<file path="src/rtl/algo_tick_scheduler_pkg.sv">
// Shared types and constants for the tick scheduler: FSM state
// encoding, order side encoding and the default data width.
package algo_tick_scheduler_pkg;

   localparam int DATA_W_DEF = 32;

   typedef enum logic [1:0] {
      S_IDLE  = 2'd0,
      S_EVAL  = 2'd1,
      S_ISSUE = 2'd2,
      S_COOL  = 2'd3
   } state_t;

   localparam logic SIDE_BUY  = 1'b1;
   localparam logic SIDE_SELL = 1'b0;

endpackage

</file>
<file path="src/rtl/algo_tick_fifo.sv">
// Tick FIFO: DEPTH entries of W bits, no bypass.
// Ports: push/wdata in, pop in, full/empty out, head = oldest entry.
module algo_tick_fifo #(
   parameter int DEPTH = 4,
   parameter int W     = 64
) (
   input  logic         clk,
   input  logic         rst_n,
   input  logic         push,
   input  logic [W-1:0] wdata,
   input  logic         pop,
   output logic         full,
   output logic         empty,
   output logic [W-1:0] head
);

   localparam int AW = $clog2(DEPTH);

   // Extra MSB on each pointer tells full from empty.
   logic [AW:0]  wr_ptr;
   logic [AW:0]  rd_ptr;
   logic [W-1:0] mem [DEPTH];
   logic         do_push;
   logic         do_pop;

   assign empty = (wr_ptr == rd_ptr);
   assign full  = (wr_ptr[AW] != rd_ptr[AW]) &&
                  (wr_ptr[AW-1:0] == rd_ptr[AW-1:0]);
   assign head  = mem[rd_ptr[AW-1:0]];

   assign do_push = push && !full;
   assign do_pop  = pop && !empty;

   always_ff @(posedge clk or negedge rst_n) begin
      if (!rst_n) begin
         wr_ptr <= '0;
         rd_ptr <= '0;
      end else begin
         if (do_push) wr_ptr <= wr_ptr + 1'b1;
         if (do_pop)  rd_ptr <= rd_ptr + 1'b1;
      end
   end

   always_ff @(posedge clk) begin
      if (do_push) mem[wr_ptr[AW-1:0]] <= wdata;
   end

endmodule

</file>
<file path="src/rtl/algo_tick_scheduler.sv">
// Feeds buffered ticks one at a time into the algo block, samples
// its buy/sell decision after a settle window and issues rate-limited
// orders on a valid/ready stream.
// Ports: tick_* (input stream), algo_* (algo block I/O),
// order_* (output stream), busy, stale_cnt, conflict_cnt.
module algo_tick_scheduler
   import algo_tick_scheduler_pkg::*;
#(
   parameter int DATA_W      = DATA_W_DEF,
   parameter int DEPTH       = 4,
   parameter int EVAL_CYCLES = 2,
   parameter int COOLDOWN    = 3,
   parameter int CNT_W       = 16
) (
   input  logic              clk,
   input  logic              rst_n,
   input  logic              tick_valid,
   output logic              tick_ready,
   input  logic [DATA_W-1:0] tick_time,
   input  logic [DATA_W-1:0] tick_price,
   output logic [DATA_W-1:0] algo_time,
   output logic [DATA_W-1:0] algo_price,
   input  logic              algo_out1,
   input  logic              algo_out2,
   output logic              order_valid,
   input  logic              order_ready,
   output logic              order_side,
   output logic [DATA_W-1:0] order_time,
   output logic [DATA_W-1:0] order_price,
   output logic              busy,
   output logic [CNT_W-1:0]  stale_cnt,
   output logic [CNT_W-1:0]  conflict_cnt
);

   localparam int EW = $clog2(EVAL_CYCLES + 1);
   localparam int CW = $clog2(COOLDOWN + 2);

   state_t              state;
   state_t              state_n;
   logic                full;
   logic                empty;
   logic [2*DATA_W-1:0] head;
   logic [DATA_W-1:0]   head_time;
   logic [DATA_W-1:0]   head_price;
   logic                pop;
   logic                load;
   logic                stale;
   logic                conflict;
   logic                issue;
   logic                side_n;
   logic [DATA_W-1:0]   last_time;
   logic                have_last;
   logic [EW-1:0]       eval_cnt;
   logic [CW-1:0]       cool_cnt;

   algo_tick_fifo #(
      .DEPTH (DEPTH),
      .W     (2 * DATA_W)
   ) u_fifo (
      .clk   (clk),
      .rst_n (rst_n),
      .push  (tick_valid && tick_ready),
      .wdata ({tick_time, tick_price}),
      .pop   (pop),
      .full  (full),
      .empty (empty),
      .head  (head)
   );

   assign head_time   = head[2*DATA_W-1:DATA_W];
   assign head_price  = head[DATA_W-1:0];
   assign tick_ready  = !full;
   assign order_valid = (state == S_ISSUE);
   assign busy        = (state != S_IDLE) || !empty;

   always_ff @(posedge clk or negedge rst_n) begin
      if (!rst_n) state <= S_IDLE;
      else        state <= state_n;
   end

   always_comb begin
      state_n  = state;
      pop      = 1'b0;
      load     = 1'b0;
      stale    = 1'b0;
      conflict = 1'b0;
      issue    = 1'b0;
      side_n   = order_side;
      unique case (state)
         S_IDLE: begin
            if (!empty) begin
               pop = 1'b1;
               if (have_last && head_time <= last_time) begin
                  stale = 1'b1;
               end else begin
                  load    = 1'b1;
                  state_n = S_EVAL;
               end
            end
         end
         S_EVAL: begin
            if (eval_cnt == '0) begin
               unique case (1'b1)
                  algo_out1 && !algo_out2: begin
                     issue   = 1'b1;
                     side_n  = SIDE_BUY;
                     state_n = S_ISSUE;
                  end
                  !algo_out1 && algo_out2: begin
                     issue   = 1'b1;
                     side_n  = SIDE_SELL;
                     state_n = S_ISSUE;
                  end
                  algo_out1 && algo_out2: begin
                     conflict = 1'b1;
                     state_n  = S_IDLE;
                  end
                  default: state_n = S_IDLE;
               endcase
            end
         end
         S_ISSUE: begin
            if (order_ready)
               state_n = (COOLDOWN > 0) ? S_COOL : S_IDLE;
         end
         S_COOL: begin
            if (cool_cnt == '0) state_n = S_IDLE;
         end
         default: state_n = S_IDLE;
      endcase
   end

   always_ff @(posedge clk or negedge rst_n) begin
      if (!rst_n) begin
         algo_time    <= '0;
         algo_price   <= '0;
         last_time    <= '0;
         have_last    <= 1'b0;
         eval_cnt     <= '0;
         cool_cnt     <= '0;
         order_side   <= 1'b0;
         order_time   <= '0;
         order_price  <= '0;
         stale_cnt    <= '0;
         conflict_cnt <= '0;
      end else begin
         if (load) begin
            algo_time  <= head_time;
            algo_price <= head_price;
            last_time  <= head_time;
            have_last  <= 1'b1;
            eval_cnt   <= EW'(EVAL_CYCLES - 1);
         end else if (state == S_EVAL && eval_cnt != '0) begin
            eval_cnt <= eval_cnt - 1'b1;
         end
         if (issue) begin
            order_side  <= side_n;
            order_time  <= algo_time;
            order_price <= algo_price;
         end
         if (state == S_ISSUE && order_ready) begin
            cool_cnt <= CW'((COOLDOWN > 0) ? COOLDOWN - 1 : 0);
         end else if (state == S_COOL && cool_cnt != '0) begin
            cool_cnt <= cool_cnt - 1'b1;
         end
         if (stale && stale_cnt != '1)
            stale_cnt <= stale_cnt + 1'b1;
         if (conflict && conflict_cnt != '1)
            conflict_cnt <= conflict_cnt + 1'b1;
      end
   end

endmodule

</file>
<file path="config.mk">
export PLATFORM = sky130hd
export DESIGN_NAME = algo_tick_scheduler
export DESIGN_NICKNAME = d
export VERILOG_FILES = /design/src/rtl/algo_tick_scheduler_pkg.sv /design/src/rtl/algo_tick_fifo.sv /design/src/rtl/algo_tick_scheduler.sv
export SDC_FILE = /design/constraint.sdc
export NUM_CORES = 1
export LEC_CHECK = 0
export ABC_AREA = 1
export CAP_MARGIN = 20
export CORE_MARGIN = 1.5
export CORE_UTILIZATION = 40
export CTS_BUF_LIST = sky130_fd_sc_hd__clkbuf_4
export CTS_CLUSTER_DIAMETER = 150
export DETAILED_ROUTE_END_ITERATION = 10
export GPL_TIMING_DRIVEN = 0
export PLACE_DENSITY = 0.71
export REMOVE_ABC_BUFFERS = 1
export SLEW_MARGIN = 20
export SYNTH_ARGS = -nofsm -noshare
export SYNTH_HDL_FRONTEND = slang
export SYNTH_HIERARCHICAL = 1
export SYNTH_SLANG_ARGS = --single-unit
</file>
<file path="constraint.sdc">
create_clock -name clk -period 4.9 [get_ports clk]
set_clock_uncertainty 0.2 [all_clocks]
set_input_delay 0.735 -clock clk [delete_from_list [all_inputs] [get_ports clk]]
set_output_delay 0.735 -clock clk [all_outputs]
set_load 0.005 [all_outputs]
</file>
==> run_results.csv <==
group,metric,value,unit
setup_path,start_kind,"register",
setup_path,r2r_setup_slack,0.42,ns
synthesis,netlist_top_cells_count,"edfxtp_1 (256), nand2_1 (240), o21ai_0 (179)",
setup_path,cp_max_fo,130,
synthesis,post-synth-top-count-cell,"edfxtp_1",
sta,fin_crit_sh,0.915,
detailed_routing,dr_total_vias,12300,
sta,worst_pin_slew,0.690,ns
sta,setup_tns,0,ns
synthesis,synth_edf_count,256,
sta,drv_slew,0,
global_routing,antenna_found_initial,3,
clocking,clk_pin_slew,0.06,ns
placed_design,numPortBuffers,233,
setup_path,worst_ep_arrival_time,5.01,ns
hold_path,worstHoldPathCells,2,
clocking,numCtsBuffers,109,
synthesis,ys_ff_latch,431,
global_routing,grt_util_all_layers,0.181,
placed_design,gp_congestion,0.810,
layout,fin_area,22200,µm²
clocking,cts_tree,"built",
setup_path,r2r.worst_path.cells,20,
placed_design,place_area,20700,µm²
global_routing,grt_pass1_vias,12400,
setup_path,crit_required,5.43,ns
synthesis,synth_area_leaders,"edfxtp_1 (44%), dfrtp_1 (25%), nand2_1 (5.1%)",
detailed_routing,drc,0,
setup_path,worstReg2RegEnd,"algo_price[20]",
setup_path,r2r-start,"u_fifo/rd_ptr[0]",
die,rows,76,
synthesis,seq_area_frac_synth,0.686,
sta,fmax,223,MHz
detailed_routing,via_per_inst,4.92,
detailed_routing,routed_wirelength,40300,µm
synthesis,ys_async_sr_fraction,0.406,
global_routing,grt_max_degree,131,
power,max-vdd-ir-drop,0.000429,V
synthesis,synth.distinct_cells,39,
setup_path,cp-end-kind,"register",
sta,hold_viol_final,0,
detailed_routing,wl_per_cell,16.2,µm
detailed_routing,drtIter0Drc,614,
sta,slew_headroom,0.540,
die,io_pins,234,
global_routing,grt_overflow_total,0,
sta,setup_viol,0,
clocking,root_buffer,"clkbuf_4",
clocking,cts_num_sinks,431,
clocking,cts_htree_levels,3,
placed_design,dp_hpwl,25100,µm
power,p_leak,8.83,nW
layout,drive_gt1_frac,0.129,
sta,min_period,4.48,ns
global_routing,grt_pass1_wl,63500,µm
die,dieArea,45300,µm²
synthesis,yosys.area.top_type,"edfxtp_1",
synthesis,synthCells,1516,
synthesis,ys.flop_type,"edfxtp_1",
clocking,cts_buffer_depth,3,
synthesis,syn_area,17600,µm²
die,die_x,213,µm
synthesis,synth_top_area_frac,0.437,
power,p_per_area,642,nW/µm²
detailed_routing,firstDrtPassIters,5,
hold_path,worst_hold_startpoint,"order_time[12]",
flow_run,timing.max_cap.violations,0,
layout,fin_nets,1921,
hold_path,min_to,"order_time[12]",
setup_path,worstSetupPathType,"reg2reg",
sta,rsz0062_at_grt,"false",
die,coreArea,43300,µm²
run_status,status,"finished, final reports clean",
detailed_routing,antenna_left,0,
layout,syn_to_final_growth,26.2,%
clocking,clk_latency,0.83,ns
die,fp.dieH,213,µm
layout,fill_cells,3750,
layout,utilization,0.513,
synthesis,yosys_warnings,6,
synthesis,synth_area_per_cell,11.6,µm²
hold_path,hold_path.class,"reg2reg",
die,initial_utilization,0.407,
[cell families after synthesis]
logic type / Yosys count / synth area share
and+or+nand+nor: 467 / 0.109
DFF: 431 / 0.686
AOI/OAI and AO/OA: 357 / 0.110
adders and majority gates: 44 / 0.0313
buffers and inverters: 187 / 0.0489
xor gates and xnor gates: 29 / 0.0144
muxes: 1 / 0.000640
[timing repair]
item	4_1_cts	5_1_grt
endpoints found under the setup margin	31	31
buffers inserted	0	1
gates resized for setup	1	4
cloned	0	0
hold endpoints to repair	80	0
hold buffers	1	0
[how the worst max path moves through the flow]
stage,slack [ns],startpoint,end,cells after the start
global placement,-7.34,u_fifo/rd_ptr[0],u_fifo/mem[2][21],8
detailed placement,-0.12,u_fifo/rd_ptr[0],algo_price[7],20
global route,0.03,u_fifo/rd_ptr[0],algo_price[20],20
finish,0.42,u_fifo/rd_ptr[0],algo_price[20],20
CTS,0.07,u_fifo/rd_ptr[0],algo_price[7],20
floorplan,-2.23,u_fifo/rd_ptr[0],u_fifo/mem[0][0],8
[power by group]
group / switching (mW) / internal (mW)
Sequential: 0.523 / 4.96
Combinational: 3.31 / 2.32
Clock: 1.42 / 1.73
[cells in the final DEF (no fill, tap or decap), types with 8 or more instances in the layout]
cell type | synthesis | final
a21oi_1 | 14 | 14
buf_12 | 0 | 8
buf_16 | 0 | 8
clkbuf_4 | 0 | 175
clkdlybuf4s50_1 | 0 | 232
clkinv_1 | 1 | 23
dfrtp_1 | 175 | 173
edfxtp_1 | 256 | 256
ha_1 | 44 | 44
inv_1 | 114 | 113
nand2_1 | 240 | 239
nand2_2 | 14 | 14
nand3_1 | 27 | 27
nor2_1 | 159 | 156
nor3_1 | 9 | 9
o21ai_0 | 179 | 179
o21ai_1 | 83 | 83
o21ai_2 | 10 | 10
o22ai_1 | 65 | 65
xor2_1 | 22 | 22
[flip-flops by register name (all words and copies together), names as in the netlist, named ones only]
name,flops
algo_price,32
conflict_cnt,16
cool_cnt,3
eval_cnt,2
have_last,1
last_time,32
order_price,32
order_side,1
order_time,32
stale_cnt,16
state,1
u_fifo/mem,256
u_fifo/rd_ptr,3
u_fifo/wr_ptr,3
[metal layers]
layer	share of wire	global-route usage	vias to the layer above	wire length (µm)
met5	0.00062	0	-	25
met4	0.020	0.0726	4	810
met3	0.064	0.0546	61	2590
met2	0.49	0.304	316	19800
met1	0.42	0.217	5970	17100
li1	-	-	5902	-
[critical path, cell delays in order (launching register included)]
cell and delay, ns:
dfrtp_4 0.75, buf_16 0.30, inv_16 0.24, o21ai_1 0.20
o22ai_1 0.10, ha_1 0.31, nand2_1 0.07, nor2_1 0.17
nand2_1 0.08, nand2_1 0.11, nand2_1 0.06, nand2_1 0.13
nand2_1 0.07, nand2_1 0.07, nand2_2 0.09, nand2_4 0.12
nand2_4 0.10, inv_6 0.41, buf_16 0.33, nand2_1 0.13
o21ai_0 0.12
[stage by stage]
step | setup WS, ns | instances | hold slack (ns) | power, mW
floorplan | -2.23 | 1446 | 0.239 | 8.58
global placement | -7.34 | 2264 | 0.266 | 10.9
detailed placement | -0.118 | 2279 | 0.273 | 11.2
CTS | 0.0686 | 2486 | 0.185 | 14.5
global route | 0.0318 | 2488 | 0.233 | 15.4
finish | 0.417 | 2488 | 0.282 | 14.3
[area by class of cell]
| class | count | area [µm²] | share of cell area |
|---|---|---|---|
| clock buffer | 175 | 1310 | 0.0592 |
| sequential | 431 | 12100 | 0.544 |
| timing repair buffer | 250 | 2730 | 0.123 |
| inverter | 117 | 470 | 0.0212 |
| tap | 585 | 732 | 0.0330 |
| antenna | 1 | 2.50 | 0.000113 |
| multi-input combinational | 898 | 4700 | 0.212 |
| clock inverter | 31 | 189 | 0.00851 |
(Power assumes the default switching activity.)
